===== src/rtl/mem_arb.sv =====
// Round-robin arbiter that shares one RAM/IO slave port among NUM_MASTERS bus masters.
// Defining MEM_ARB_DEBUG_LOCK_EN enables the dbg_lock_in pre-emption of the bus by master 0.

module mem_arb #(
  parameter int unsigned NUM_MASTERS    = 2,
  parameter int unsigned RAM_ADDR_WIDTH = 17,
  parameter int unsigned BURST_MAX      = 16
) (
  input  logic                        clk_in,
  input  logic                        rst_n_in,
  input  logic [NUM_MASTERS-1:0]      m_req_in,
  input  logic [NUM_MASTERS-1:0]      m_wr_in,
  input  logic [NUM_MASTERS*32-1:0]   m_a_in,
  input  logic [NUM_MASTERS*8-1:0]    m_d_in,
  output logic [NUM_MASTERS-1:0]      m_gnt_out,
  output logic [NUM_MASTERS-1:0]      m_rvalid_out,
  output logic [7:0]                  m_d_out,
  output logic                        ram_en_out,
  output logic                        ram_r_nw_out,
  output logic [RAM_ADDR_WIDTH-1:0]   ram_a_out,
  output logic [7:0]                  ram_d_out,
  input  logic [7:0]                  ram_d_in,
  output logic                        io_en_out,
  output logic [2:0]                  io_sel_out,
  output logic                        io_wr_out,
  output logic [7:0]                  io_d_out,
  input  logic [7:0]                  io_d_in,
  input  logic                        dbg_lock_in
);

  localparam int unsigned IdxW = (NUM_MASTERS > 1) ? $clog2(NUM_MASTERS) : 1;

  typedef logic [IdxW-1:0] idx_t;
  typedef enum logic [0:0] {StIdle, StOwn} state_e;

  state_e                 state_q;
  idx_t                   owner_q;
  idx_t                   ptr_q;
  logic [7:0]             burst_q;
  logic [NUM_MASTERS-1:0] gnt_q;
  logic [NUM_MASTERS-1:0] rvalid_q;
  logic                   rd_io_q;

  logic                   own_req;
  logic                   own_wr;
  logic [31:0]            own_a;
  logic [7:0]             own_d;
  logic [NUM_MASTERS-1:0] own_oh;
  logic [NUM_MASTERS-1:0] others;
  logic                   access;
  logic                   is_io;
  logic [8:0]             burst_inc;
  logic                   burst_hit;
  idx_t                   idle_pick;
  idx_t                   own_pick;
  logic                   lock_take;
  logic                   lock_hold;
  logic                   unused_bits;

  function automatic logic [NUM_MASTERS-1:0] to_onehot(input idx_t idx);
    logic [NUM_MASTERS-1:0] oh;
    oh = '0;
    for (int i = 0; i < int'(NUM_MASTERS); i++) begin
      if (idx == idx_t'(i)) oh[i] = 1'b1;
    end
    return oh;
  endfunction

  // First requester found searching upward from last+1, wrapping at NUM_MASTERS-1.
  function automatic idx_t rr_pick(input idx_t last, input logic [NUM_MASTERS-1:0] reqs);
    idx_t win;
    logic found;
    win   = last;
    found = 1'b0;
    for (int k = 1; k <= int'(NUM_MASTERS); k++) begin
      int c;
      c = (int'(last) + k) % int'(NUM_MASTERS);
      if (!found && reqs[c]) begin
        win   = idx_t'(c);
        found = 1'b1;
      end
    end
    return win;
  endfunction

  always_comb begin
    own_req = 1'b0;
    own_wr  = 1'b0;
    own_a   = '0;
    own_d   = '0;
    for (int i = 0; i < int'(NUM_MASTERS); i++) begin
      if (owner_q == idx_t'(i)) begin
        own_req = m_req_in[i];
        own_wr  = m_wr_in[i];
        own_a   = m_a_in[32*i +: 32];
        own_d   = m_d_in[8*i +: 8];
      end
    end
  end

  assign own_oh    = to_onehot(owner_q);
  assign others    = m_req_in & ~own_oh;
  assign access    = (state_q == StOwn) && own_req;
  assign is_io     = own_a[RAM_ADDR_WIDTH];
  assign burst_inc = {1'b0, burst_q} + 9'd1;
  assign burst_hit = burst_inc >= 9'(BURST_MAX);
  assign idle_pick = rr_pick(ptr_q, m_req_in);
  assign own_pick  = rr_pick(ptr_q, others);

  // Slave port is driven straight from the owner's request in the issuing cycle.
  assign ram_en_out   = access & ~is_io;
  assign io_en_out    = access & is_io;
  assign ram_r_nw_out = ~own_wr;
  assign ram_a_out    = ram_en_out ? own_a[RAM_ADDR_WIDTH-1:0] : '0;
  assign ram_d_out    = ram_en_out ? own_d : '0;
  assign io_sel_out   = io_en_out ? own_a[2:0] : '0;
  assign io_wr_out    = own_wr & io_en_out;
  assign io_d_out     = io_en_out ? own_d : '0;

  assign m_gnt_out    = gnt_q;
  assign m_rvalid_out = rvalid_q;
  assign m_d_out      = (|rvalid_q) ? (rd_io_q ? io_d_in : ram_d_in) : '0;

  assign unused_bits  = ^{dbg_lock_in, own_a};

`ifdef MEM_ARB_DEBUG_LOCK_EN
  logic lock_q;

  always_ff @(posedge clk_in or negedge rst_n_in) begin
    if (!rst_n_in) begin
      lock_q <= 1'b0;
    end else if (dbg_lock_in) begin
      lock_q <= 1'b1;
    end else if (lock_q && !m_req_in[0]) begin
      lock_q <= 1'b0;
    end
  end

  assign lock_take = dbg_lock_in;
  assign lock_hold = lock_q;
`else
  assign lock_take = 1'b0;
  assign lock_hold = 1'b0;
`endif

  always_ff @(posedge clk_in or negedge rst_n_in) begin
    if (!rst_n_in) begin
      state_q  <= StIdle;
      owner_q  <= '0;
      ptr_q    <= idx_t'(NUM_MASTERS - 1);
      burst_q  <= '0;
      gnt_q    <= '0;
      rvalid_q <= '0;
      rd_io_q  <= 1'b0;
    end else begin
      // Read data returns one cycle after issue, independent of any ownership change.
      rvalid_q <= (access && !own_wr) ? own_oh : '0;
      if (access && !own_wr) rd_io_q <= is_io;

      if (lock_take) begin
        state_q <= StOwn;
        owner_q <= '0;
        ptr_q   <= '0;
        gnt_q   <= to_onehot('0);
        burst_q <= '0;
      end else if (lock_hold) begin
        if (!m_req_in[0]) begin
          state_q <= StIdle;
          gnt_q   <= '0;
          burst_q <= '0;
        end
      end else begin
        unique case (state_q)
          StIdle: begin
            if (|m_req_in) begin
              state_q <= StOwn;
              owner_q <= idle_pick;
              ptr_q   <= idle_pick;
              gnt_q   <= to_onehot(idle_pick);
              burst_q <= '0;
            end
          end
          StOwn: begin
            if (!own_req) begin
              state_q <= StIdle;
              gnt_q   <= '0;
              burst_q <= '0;
            end else if (burst_hit) begin
              if (|others) begin
                owner_q <= own_pick;
                ptr_q   <= own_pick;
                gnt_q   <= to_onehot(own_pick);
              end
              burst_q <= '0;
            end else begin
              burst_q <= burst_inc[7:0];
            end
          end
          default: begin
            state_q <= StIdle;
            gnt_q   <= '0;
          end
        endcase
      end
    end
  end

endmodule


===== config.mk =====
export PLATFORM = sky130hd
export DESIGN_NAME = mem_arb
export DESIGN_NICKNAME = d
export VERILOG_FILES = /design/src/rtl/mem_arb.sv
export SDC_FILE = /design/constraint.sdc
export NUM_CORES = 1
export LEC_CHECK = 0
export BUFFER_PORTS_ARGS = -buffer_cell sky130_fd_sc_hd__buf_2
export CORE_MARGIN = 2
export CORE_UTILIZATION = 32
export DETAILED_ROUTE_END_ITERATION = 7
export PLACE_DENSITY_LB_ADDON = 0.08
export SKIP_LAST_GASP = 1
export SLEW_MARGIN = 20
export SYNTH_ARGS = -nofsm -noshare
export SYNTH_HDL_FRONTEND = slang
export SYNTH_SLANG_ARGS = --single-unit

===== constraint.sdc =====
create_clock -name clk_in -period 1.5 [get_ports clk_in]
set_input_delay 0.15 -clock clk_in [delete_from_list [all_inputs] [get_ports clk_in]]
set_output_delay 0.15 -clock clk_in [all_outputs]
set_load 0.02 [all_outputs]

======== Word-level counts from Yosys, hierarchy flattened ========
Index checks and enable logic that the tools add are counted.
word-level totals
  flip-flop bits (word level) ............. 16
  latch bits .............................. 0
  memory bits (writable) .................. 0
  memory bits (read-only) ................. 0
  output and inout port bits .............. 52
  word-level logic and storage cells ...... 93
  memories ................................ 0
cells by class
  add/subtract/negate cells ............... 3
  $mul .................................... 0
  divide/modulo/power cells ............... 0
  $lt $le $gt $ge ......................... 3
  eq/ne operators ......................... 6
  shifts and indexed selects .............. 0
  multiplexer cells ....................... 52
  bitwise logic cells ..................... 10
  reduce and logical (&&, ||, !) cells .... 12
operator list
  cell                 count
  $mux 8               8
  $mux 1               32
  $mux 18              1
  $mux 17              1
  $pmux 8 s2           1
  $mux 2               5
  $add 8x1->9 const B  1
  $ge 9x5->1 const B   1
  $lt 2x3->1 const B   2
  $ne 2x1->1 const B   3
  $ne 3x2->1 const B   2
  $reduce_or 2->1      3
  $logic_and 1x1->1    4
  $pmux 1 s2           2
  $pmux 2 s2           1
  $reduce_and 4->1     1
  $and 1x1->1          3
  $logic_not 1->1      3
  $mux 3               1
  $not 1->1            3
  $reduce_and 3->1     1
  $add 1x1->1 const B  2
  $and 1x1->1 const A  2
  $and 2x2->2          1
  other kinds (2)      2

======== Longest topological paths before layout ========
  depth after elaboration ................. 15
  depth in mapped cells ................... 6
  depth with buffers taken out ............ 5

======== Least setup slack after synthesis ========
OpenSTA, ideal clock, no wires.
  path type ............................... flip-flop to output port
  start ................................... reg owner_q
  end ..................................... out ram_a_out[10]
  arrival time ............................ 1.406 ns
  path slack .............................. -0.056 ns
  cell stages (with the launch flop) ...... 6
  buffers on the path ..................... 1
  cells stage by stage .................... dfrtp_1 nand2b_1 o22ai_1 nand2_1 buf_2 nor2_1
on the way
  word-level cells in the longest chain between the ends .. 4
ends and longest elaborated chain
  element                                         line      RTL
  start, declared                                 37        idx_t owner_q;
  start signal, assigned                          177       owner_q <= idle_pick;
  start signal, assigned                          190       owner_q <= own_pick;
  $mux 1 or $mux 18 (tied branches)               92        if (owner_q == idx_t'(i)) begin
  $logic_and 1x1->1 or $not 1->1 (tied branches)  103, 111
  $and 1x1->1                                     111       assign ram_en_out = access & ~is_io;
  $mux 17 *                                       114       assign ram_a_out = ram_en_out ? own_a[RAM_ADDR_WIDTH-1:0] : '0;
  end, declared                                   20        output logic [RAM_ADDR_WIDTH-1:0] ram_a_out,
Every way passes the cells marked *; elsewhere a longest branch is shown, timed or not.

======== Final worst setup path ========
  start ................................... reg owner_q
  end ..................................... out ram_a_out[4]
The elaborated chain is that of the path after synthesis.

==> results.json <==
{
  "drive_above_1_share_pct": 62.4,
  "synth_edf_count": 0,
  "yosysWarnings": 0,
  "yosysSeqAreaShare_pct": 27.6,
  "finalCriticalPeriod_ns": 1.77,
  "crit_buf_inv": 2,
  "syn2layout_area_growth_pct": 99.7,
  "hold_path.class": "in -> reg",
  "synth_fp_nets": 292,
  "htree_levels": 1,
  "clk_pin_slew_ns": 0.07,
  "crit_start": "owner_q$_DFFE_PN0P_",
  "comb_power_share_pct": 68.5,
  "cp_slowest_cell": "dfrtp_2",
  "ys_seq_elements": 16,
  "crit_arrival_ns": 1.62,
  "final_antenna_net_count": 0,
  "clockBufferDepth": 2,
  "dp.cells": 373,
  "worstSetupPathDepth": 6,
  "overflow": 0,
  "layout.nets": 441,
  "critPathCaptureType": "output port",
  "path_max_fanout": 6,
  "fin_crit_sh_pct": 118,
  "r2r_start": "burst_q[0]$_DFFE_PN0P_",
  "r2r-end": "m_gnt_out[1]$_DFFE_PN0P_",
  "clk_latency_ns": 0.25,
  "rows": 24,
  "clock_skew_ns": 0.000984,
  "route.detailed.drc": 0,
  "pwr-share-seq_pct": 19.8,
  "die-area_sq_um": 5100,
  "async_flop_share_pct": 100,
  "net-switching-power_mw": 1.45,
  "die_w_um": 71.4,
  "syn_area_per_cell_sq_um": 7.78,
  "swShare_pct": 43.4,
  "drtIter0Drc": 46,
  "gp_congestion": 0.818,
  "status": "finished with violations",
  "fin_hold_ws_ns": 0.0969,
  "ios": 155,
  "ys.flop_type": "dfrtp_1",
  "finalWirelength_um": 6120,
  "cts_root_buffer": "clkbuf_8",
  "finalNonFillerCells": 387,
  "core_sq_um": 4350,
  "start_util_pct": 33.4,
  "finalSetupViolations": 40,
  "detailed_place_hpwl_um": 4100,
  "clock_power_share_pct": 11.7,
  "critPathKind": "reg -> out",
  "p_int_mw": 1.89,
  "grt_pass1_wl_um": 7890,
  "final_cell_mix": "buf_2 (95), buf_4 (28), buf_6 (27)",
  "synthesis.instances": 187,
  "max_freq_ghz": 0.565,
  "cp_cell_sequence": "nand2b_4 > o22ai_4 > nand2_4 > clkbuf_16 > nor2_2 > buf_4",
  "r2r_cells": 5,
  "drv_cap": 0,
  "p_leak_nw": 1.54,
  "tightestPinTransition_ns": 0.462,
  "cts_tree": "done",
  "rsz0062_at_grt": "true",
  "slew-limit-headroom_pct": 68.3,
  "antenna_found_initial": 0,
  "critPathLaunchType": "register",
  "n_antenna_cell": 0,
  "drv_slew": 0,
  "ir_drop_v": 0.000727,
  "wl_per_cell_um": 15.8,
  "grt_pass1_vias": 1724,
  "final_common_cell": "buf_2",
  "cpPeakStageDelay_ns": 0.42,
  "finalHoldViolCount": 0,
  "synth.distinct_cells": 39,
  "violations": "setup timing",
  "syn_area_sq_um": 1460,
  "post-route-util_pct": 66.7,
  "endpoint": "ram_a_out[4]",
  "grt_max_degree": 27,
  "first_pass_iters": 7,
  "die_h_um": 71.4,
  "min_from": "m_wr_in[0]",
  "cp_top_family": "simple AND/OR/NAND/NOR gates",
  "cts_sinks": 16,
  "via_per_inst": 5.10,
  "cts_buffers": 3,
  "port_buffers": 125,
  "ff2ff_setup_slack_ns": 0.01,
  "crit_required_ns": 1.35,
  "num_vias": 1974,
  "p_per_area_nw_per_um2": 1150,
  "track_usage_pct": 18.9,
  "setup_slack_ns": -0.269
}
==> worst reg2reg max path: stages (launching register included) <==
cell	delay [ns]
dfrtp_1	0.37
ha_2	0.20
a31oi_1	0.08
a41o_2	0.29
a2111o_1	0.39
nand3_1	0.09
==> flip-flops by register name, indices dropped and copies added, names as in the netlist <==
name          count
ptr_q             1
rd_io_q           1
owner_q           1
m_rvalid_out      2
state_q           1
m_gnt_out         2
burst_q           8
==> Yosys cell counts, types with 2 or more instances <==
cell type | count | share of area (%)
clkbuf_1 | 2 | 0.52
inv_1 | 7 | 1.8
nand2_1 | 10 | 2.6
nand3_1 | 6 | 2.1
mux2i_1 | 35 | 24
and2_1 | 4 | 1.7
nand4_1 | 2 | 0.86
a31oi_1 | 3 | 1.3
nor2_1 | 48 | 12
nand2b_1 | 2 | 0.86
a21oi_1 | 7 | 2.4
buf_2 | 9 | 3.1
nor3_1 | 3 | 1.0
dfrtp_1 | 15 | 26
a21boi_0 | 2 | 1.0
o21ai_0 | 7 | 2.4
a211oi_1 | 2 | 1.0
ha_1 | 2 | 1.7
==> layer usage <==
metal  global-route usage [%]  vias to the layer above  part of all wire (%)
met4                     4.19                        0                   2.6
met5                        0                        -                     0
met3                     4.78                       12                   6.3
li1                         -                      960                     -
met2                     32.8                       74                    54
met1                     23.6                      928                    37
==> final cells by class <==
cell class | count | area [sq um]
clock buffer | 4 | 55.1
fill | 367 | 1450
sequential | 16 | 404
inverter | 7 | 26.3
multi-input combinational | 153 | 1260
timing repair buffer | 155 | 1090
tap | 52 | 65.1
==> repair_timing <==
item / in CTS / in global routing
hold buffers: 1 / 0
endpoints found under the setup margin: 44 / 56
pin swaps: 5 / 14
buffers inserted: 3 / 3
resized for setup: 34 / 96
gates cloned: 0 / 3
hold endpoints to repair: 15 / 0
==> how the worst min path moves through the flow <==
stage	to	slack [ns]	depth (start not counted)
after global placement	state_q$_DFF_PN0_	0.09	1
after floorplan	burst_q[0]$_DFFE_PN0P_	-0.15	0
after CTS	m_rvalid_out[0]$_DFF_PN0_	0.09	2
after global routing	m_rvalid_out[0]$_DFF_PN0_	0.1	2
after detailed placement	state_q$_DFF_PN0_	0.1	1
final	m_rvalid_out[0]$_DFF_PN0_	0.1	2
==> per-stage QoR <==
step / instance area [sq um] / setup TNS, ns / setup slack [ns] / total power [mW]
3_3_place_gp: 2260 / 0 / 0.00212 / 2.28
4_1_cts: 2450 / -6.75 / -0.201 / 2.81
6_report: 2910 / -7.24 / -0.269 / 3.34
5_1_grt: 2910 / -10.40 / -0.340 / 3.54
2_1_floorplan: 1460 / -0.879 / -0.0556 / 1.72
3_5_place_dp: 2260 / -0.0272 / -0.0272 / 2.28
==> cells by family after synthesis <==
group | Yosys count | synth area share, %
AO/OA/AOI/OAI | 30 | 13.5
XOR/XNOR | 1 | 0.602
flip-flops | 16 | 27.6
AND/OR/NAND/NOR | 85 | 27.1
multiplexers | 35 | 24.1
buffers and inverters | 18 | 5.42
adder cells (fa/ha/maj) | 2 | 1.72
==> power by group through the flow <==
stage	combinational [mW]	sequential [mW]	clock (mW)
floorplan	1.08	0.639	0
global placement	1.61	0.670	0
detailed placement	1.61	0.670	0
finish	2.29	0.663	0.389
global route	2.43	0.684	0.426
CTS	1.75	0.660	0.403
Note: power is estimated with default switching activity, not from simulation.
